===== config.mk =====
export PLATFORM = sky130hd
export DESIGN_NAME = led_scan_driver_flat
export DESIGN_NICKNAME = d
export VERILOG_FILES = /design/src/rtl/led_scan_if.sv /design/src/rtl/led_scan_driver.sv /design/src/flat_wrapper.sv
export SDC_FILE = /design/constraint.sdc
export NUM_CORES = 1
export LEC_CHECK = 0
export CAP_MARGIN = 5
export CORE_MARGIN = 2
export CORE_UTILIZATION = 43
export CTS_BUF_LIST = sky130_fd_sc_hd__clkbuf_8
export CTS_CLUSTER_DIAMETER = 50
export DETAILED_ROUTE_END_ITERATION = 8
export HOLD_SLACK_MARGIN = 0.1
export MAX_ROUTING_LAYER = met4
export PLACE_DENSITY = 0.72
export SYNTH_ARGS = -nofsm -noshare
export SYNTH_HDL_FRONTEND = slang
export SYNTH_SLANG_ARGS = --single-unit

===== constraint.sdc =====
create_clock -name clk -period 6.15 [get_ports clk]
set_input_delay 1.23 -clock clk [delete_from_list [all_inputs] [get_ports clk]]
set_output_delay 1.23 -clock clk [all_outputs]
set_load 0.02 [all_outputs]

===== src/rtl/led_scan_if.sv =====
// Bus between the LED scan driver and its host:
// display value and controls in, scan outputs toward the decoder.
interface led_scan_if #(
    parameter int NDIG = 4
);
    logic [4*NDIG-1:0] value;
    logic              load;
    logic              lz_en;
    logic [3:0]        number;
    logic [NDIG-1:0]   digit_sel;
    logic              frame_done;

    modport master (
        output value, load, lz_en,
        input  number, digit_sel, frame_done
    );

    modport slave (
        input  value, load, lz_en,
        output number, digit_sel, frame_done
    );
endinterface


===== src/rtl/led_scan_driver.sv =====
// Time-multiplexed 7-segment scan controller with frame-aligned
// value update, per-slot blanking and leading-zero suppression.
module led_scan_driver #(
    parameter int NDIG      = 4,
    parameter int SCAN_DIV  = 50000,
    parameter int BLANK_CYC = 16
) (
    input  logic        clk,
    input  logic        rst_n,
    led_scan_if.slave   bus
);
    localparam int TW = $clog2(SCAN_DIV);
    localparam int IW = (NDIG > 1) ? $clog2(NDIG) : 1;
    localparam int VW = 4 * NDIG;

    logic [TW-1:0]   timer, timer_n;
    logic [IW-1:0]   idx, idx_n;
    logic [VW-1:0]   active, active_n, shadow;
    logic            pending;
    logic            wrap, bnd;
    logic [NDIG-1:0] hide;
    logic            zacc;
    logic            sup;
    logic [3:0]      num_n;
    logic [NDIG-1:0] sel_n;
    logic            fd_n;

    always_comb begin
        wrap     = timer == TW'(SCAN_DIV - 1);
        bnd      = wrap && (idx == IW'(NDIG - 1));
        timer_n  = wrap ? '0 : timer + 1'b1;
        idx_n    = idx;
        if (bnd)
            idx_n = '0;
        else if (wrap)
            idx_n = idx + 1'b1;
        active_n = active;
        if (bnd) begin
            if (bus.load)
                active_n = bus.value;
            else if (pending)
                active_n = shadow;
        end
    end

    // hide[i]: nibbles i..NDIG-1 of the next displayed value are all zero
    always_comb begin
        zacc = 1'b1;
        hide = '0;
        for (int i = NDIG - 1; i >= 0; i--) begin
            zacc    = zacc & (active_n[4*i +: 4] == 4'd0);
            hide[i] = zacc;
        end
    end

    // Outputs are registered, so they are computed from next-state values
    always_comb begin
        num_n = active_n[{idx_n, 2'b00} +: 4];
        sup   = bus.lz_en && (idx_n != '0) && hide[idx_n];
        if ((timer_n < TW'(BLANK_CYC)) || sup)
            sel_n = '0;
        else
            sel_n = NDIG'(1) << idx_n;
        fd_n  = (timer_n == '0) && (idx_n == '0);
    end

    always_ff @(posedge clk or negedge rst_n) begin
        if (!rst_n) begin
            timer          <= '0;
            idx            <= '0;
            active         <= '0;
            shadow         <= '0;
            pending        <= 1'b0;
            bus.number     <= '0;
            bus.digit_sel  <= '0;
            bus.frame_done <= 1'b0;
        end else begin
            timer  <= timer_n;
            idx    <= idx_n;
            active <= active_n;
            if (bnd) begin
                pending <= 1'b0;
            end else if (bus.load) begin
                shadow  <= bus.value;
                pending <= 1'b1;
            end
            bus.number     <= num_n;
            bus.digit_sel  <= sel_n;
            bus.frame_done <= fd_n;
        end
    end
endmodule

===== src/flat_wrapper.sv =====
// flat-port wrapper written by rule: the top's interface ports become plain ports
module led_scan_driver_flat 
#(
    parameter int NDIG      = 4,
    parameter int SCAN_DIV  = 50000,
    parameter int BLANK_CYC = 16
)
  (clk, rst_n, bus_value, bus_load, bus_lz_en, bus_number, bus_digit_sel, bus_frame_done);
  led_scan_if #(.NDIG(NDIG)) bus_i ();
  input  logic clk;
  input  logic rst_n;
  input wire logic [$bits(bus_i.value)-1:0] bus_value;
  input wire logic [$bits(bus_i.load)-1:0] bus_load;
  input wire logic [$bits(bus_i.lz_en)-1:0] bus_lz_en;
  output wire logic [$bits(bus_i.number)-1:0] bus_number;
  output wire logic [$bits(bus_i.digit_sel)-1:0] bus_digit_sel;
  output wire logic [$bits(bus_i.frame_done)-1:0] bus_frame_done;
  assign bus_i.value = bus_value;
  assign bus_i.load = bus_load;
  assign bus_i.lz_en = bus_lz_en;
  assign bus_number = bus_i.number;
  assign bus_digit_sel = bus_i.digit_sel;
  assign bus_frame_done = bus_i.frame_done;
  led_scan_driver #(.NDIG(NDIG), .SCAN_DIV(SCAN_DIV), .BLANK_CYC(BLANK_CYC)) u_core (.clk(clk), .rst_n(rst_n), .bus(bus_i));
endmodule

==> out/qor.yml <==
synthesis:
  synth_nets: 314
  synthTopCellsByArea: "dfrtp_1 49%, mux2_2 5.8%, mux2i_1 4.2%"
  synthTopCellsByCount: "60 x dfrtp_1, 22 x nand2_1, 19 x nor2_1"
  yosysSeqAreaShare: 0.486
  ys_async_sr_fraction: 1.00
  ys_types: 55
  synthCells: 292
  synth_top_area_cell: "dfrtp_1"
  synth_flop_cell: "dfrtp_1"
  yosysWarnings: 0
  syn_area_um2: 3090
  yosysMostFrequentCell: "dfrtp_1"
  syn_avg_cell_area_um2: 10.6
  ys_ff_latch: 60
  synth_edf_count: 0
  synth.top_cell.area_share: 0.486
routing:
  totalWireLength_mm: 6.45
  drt_iter0_markers: 136
  wl_per_cell_um: 15.3
  routed_via_density: 5.58
  remaining_drc_errors: 0
  vias: 2353
  antenna_left: 0
  drt-pass1-iter-count: 4
timing:
  hold_viol: 0
  maxSlewViolCount: 0
  timing.fmax_mhz: 283
  timing.final.crit_share: 0.575
  slew_headroom: 0.406
  skew_ns: 0.00927
  rsz0062_at_grt: "false"
  fin_crit_ns: 3.54
  fin_tns_setup_ns: 0
  max_slew.worst_pin.slew_ns: 0.888
  finalSetupViolations: 0
power:
  power_leakage_uw: 0.00157
  peakVddDrop_uv: 119
  p_per_area_nw_per_um2: 222
clock_network:
  htreeDepth: 3
  root_buffer: "clkbuf_8"
  worstSkewPairLatency_ns: 0.34
  ctsResizeCount: 0
  cts_tree: "done"
  cts_max_path_buffers: 2
  cts_hold_buf: 0
  cts_sinks: 60
  cts_setup_buffers: 0
  cts_buffers: 9
  path_clk_slew_ns: 0.07
place:
  place.gp.congestion: 0.859
  dpl.hpwl_mm: 4.40
  numPortBuffers: 28
critical_path:
  regToRegSetupSlack_ns: 3.45
  path_cells: "clkdlybuf4s50_1, nor2b_1, inv_1, o22ai_1, a21oi_2, o41ai_2, a31oi_1"
  r2r_end: "u_core.bus.digit_sel[2]$_DFF_PN0_"
  cp_slowest_stage_delay_ns: 0.83
  worstPathArrival_ns: 3.73
  end_kind: "flip-flop"
  crit_slowest_cell: "nor2b_1"
  worstSetupPathType: "primary input to flip-flop"
  required_ns: 6.34
  path_max_fanout: 16
  cp_num_buf_inv: 2
  reg2reg_depth: 9
  critPathLaunch: "bus_load"
  path_delay_family: "compound AO/OA/AOI/OAI gates"
  rr_startpoint: "u_core.timer[0]$_DFF_PN0_"
  cp-start-kind: "primary input"
global_route:
  antenna_found_initial: 0
  grt_usage: 0.191
  grt_overflow: 0
  grt_pass1_vias: 2250
  grt_pass1_wl_mm: 11.0
  grt_max_degree: 61
final_layout:
  n_fill_cell: 618
  antenna_cells: 0
  utilization: 0.530
  layout-drive-gt1-share: 0.166
  areaGrowthSynthToFinish_pct: 17.9
  final_nets: 343
worst_hold_path:
  hold_path_end: "u_core.timer[0]$_DFF_PN0_"
  holdCritStartpoint: "u_core.timer[0]$_DFF_PN0_"
  min_path_type: "flip-flop to flip-flop"
  min_delay_path_depth: 1
floorplan:
  coreArea_um2: 6870
  start_util: 0.449
  die_w_um: 88.7
  dieHeight_um: 88.7
  pin_count: 29
  rows: 30
  die_area_um2: 7870
run_status:
  status: "complete, no violations"
flow_run:
  timing.max_cap.violations: 0
-- through the flow --
stage          hold slack, ns  area (µm²)  setup WS (ns)  total power [µW]  std cells
3_3_place_gp            0.473        3440           2.36               461        406
2_1_floorplan           0.450        3090           3.66               435        292
5_1_grt                 0.515        3640           2.44               843        422
4_1_cts                 0.495        3640           2.63               819        422
6_report                0.503        3640           2.61               809        422
3_5_place_dp            0.485        3440           2.26               462        406
-- layer usage --
metal  vias to the layer above  routed length (µm)  track usage  share of wire
met5                         -                   0            -              0
met4                         0                 135       0.0868          0.021
li1                       1127                   -            -              -
met1                      1169                3140        0.263           0.49
met3                        11                 273       0.0438          0.042
met2                        46                2910        0.268           0.45
-- final cells by class --
type	count	area (µm²)	share of cell area
Sequential cell	60	1500	0.413
Clock inverter	6	62.6	0.0172
Multi-Input combinational cell	206	1470	0.403
Timing Repair Buffer	32	305	0.0839
Tap cell	96	120	0.0330
Clock buffer	10	138	0.0378
Inverter	12	45.0	0.0124
-- placed cells by master (no fill, tap or decap), types with 2 or more instances in the layout --
| cell type | synthesis | routed |
|---|---|---|
| a21oi_1 | 10 | 10 |
| a22oi_1 | 4 | 4 |
| a31o_2 | 4 | 4 |
| a31oi_1 | 3 | 3 |
| a32oi_1 | 11 | 11 |
| and2_1 | 11 | 11 |
| and3_1 | 7 | 7 |
| buf_4 | 1 | 4 |
| clkbuf_8 | 0 | 10 |
| clkdlybuf4s50_1 | 0 | 27 |
| clkinv_2 | 0 | 3 |
| dfrtp_1 | 60 | 60 |
| ha_1 | 2 | 2 |
| inv_1 | 11 | 11 |
| mux2_2 | 16 | 16 |
| mux2i_1 | 13 | 13 |
| nand2_1 | 22 | 22 |
| nand3_1 | 10 | 10 |
| nand4_1 | 7 | 7 |
| nor2_1 | 19 | 19 |
| nor2b_1 | 2 | 2 |
| nor3_1 | 4 | 4 |
| nor3_2 | 3 | 3 |
| nor4_1 | 2 | 2 |
| nor4_2 | 2 | 2 |
| o211ai_1 | 2 | 2 |
| o21ai_0 | 6 | 6 |
| o21ai_1 | 2 | 2 |
| o22ai_1 | 5 | 5 |
| or4_1 | 4 | 4 |
| xnor2_1 | 9 | 9 |
| xor2_1 | 5 | 5 |
-- registers in the layout (all words and copies together) (netlist names) --
register and flops:
u_core.bus.digit_sel 4, u_core.shadow 16, u_core.bus.frame_done 1, u_core.bus.number 4
u_core.timer 16, u_core.active 16, u_core.idx 2, u_core.pending 1
-- power breakdown --
| part | leakage (µW) | total [µW] | internal (µW) | switching [µW] |
|---|---|---|---|---|
| clock network | 0.000106 | 355 | 198 | 157 |
| registers | 0.000772 | 411 | 405 | 5.78 |
| logic | 0.000689 | 43.4 | 23.3 | 20.2 |
-- worst max path at each step --
stage	endpoint	slack, ns	cells after the start
global route	u_core.bus.digit_sel[1]$_DFF_PN0_	2.44	7
finish	u_core.bus.digit_sel[1]$_DFF_PN0_	2.61	7
detailed placement	u_core.bus.digit_sel[1]$_DFF_PN0_	2.26	7
CTS	u_core.bus.digit_sel[1]$_DFF_PN0_	2.63	7
global placement	u_core.bus.digit_sel[1]$_DFF_PN0_	2.36	7
floorplan	u_core.bus.digit_sel[2]$_DFF_PN0_	3.66	6
-- worst register-to-register path, delay by kind of cell (launching register included) --
family	cells	cell delay [ns]
and+or+nand+nor	5	1.28
DFF	1	0.39
buffers and inverters	1	0.29
adders and majority gates	1	0.23
muxes	1	0.22
AOI/OAI and AO/OA	1	0.15
-- cells by family (layout without fill, tap and decap cells) --
| group | count (synthesis) | after routing | synth area share |
|---|---|---|---|
| xor+xnor | 14 | 14 | 0.0397 |
| simple gates | 105 | 105 | 0.195 |
| mux | 30 | 30 | 0.104 |
| fa+ha+maj | 2 | 2 | 0.00811 |
| flops | 60 | 60 | 0.486 |
| compound gates | 55 | 55 | 0.128 |
| buf+inv | 26 | 60 | 0.0381 |
No activity file was read; power rests on OpenSTA's default activity.
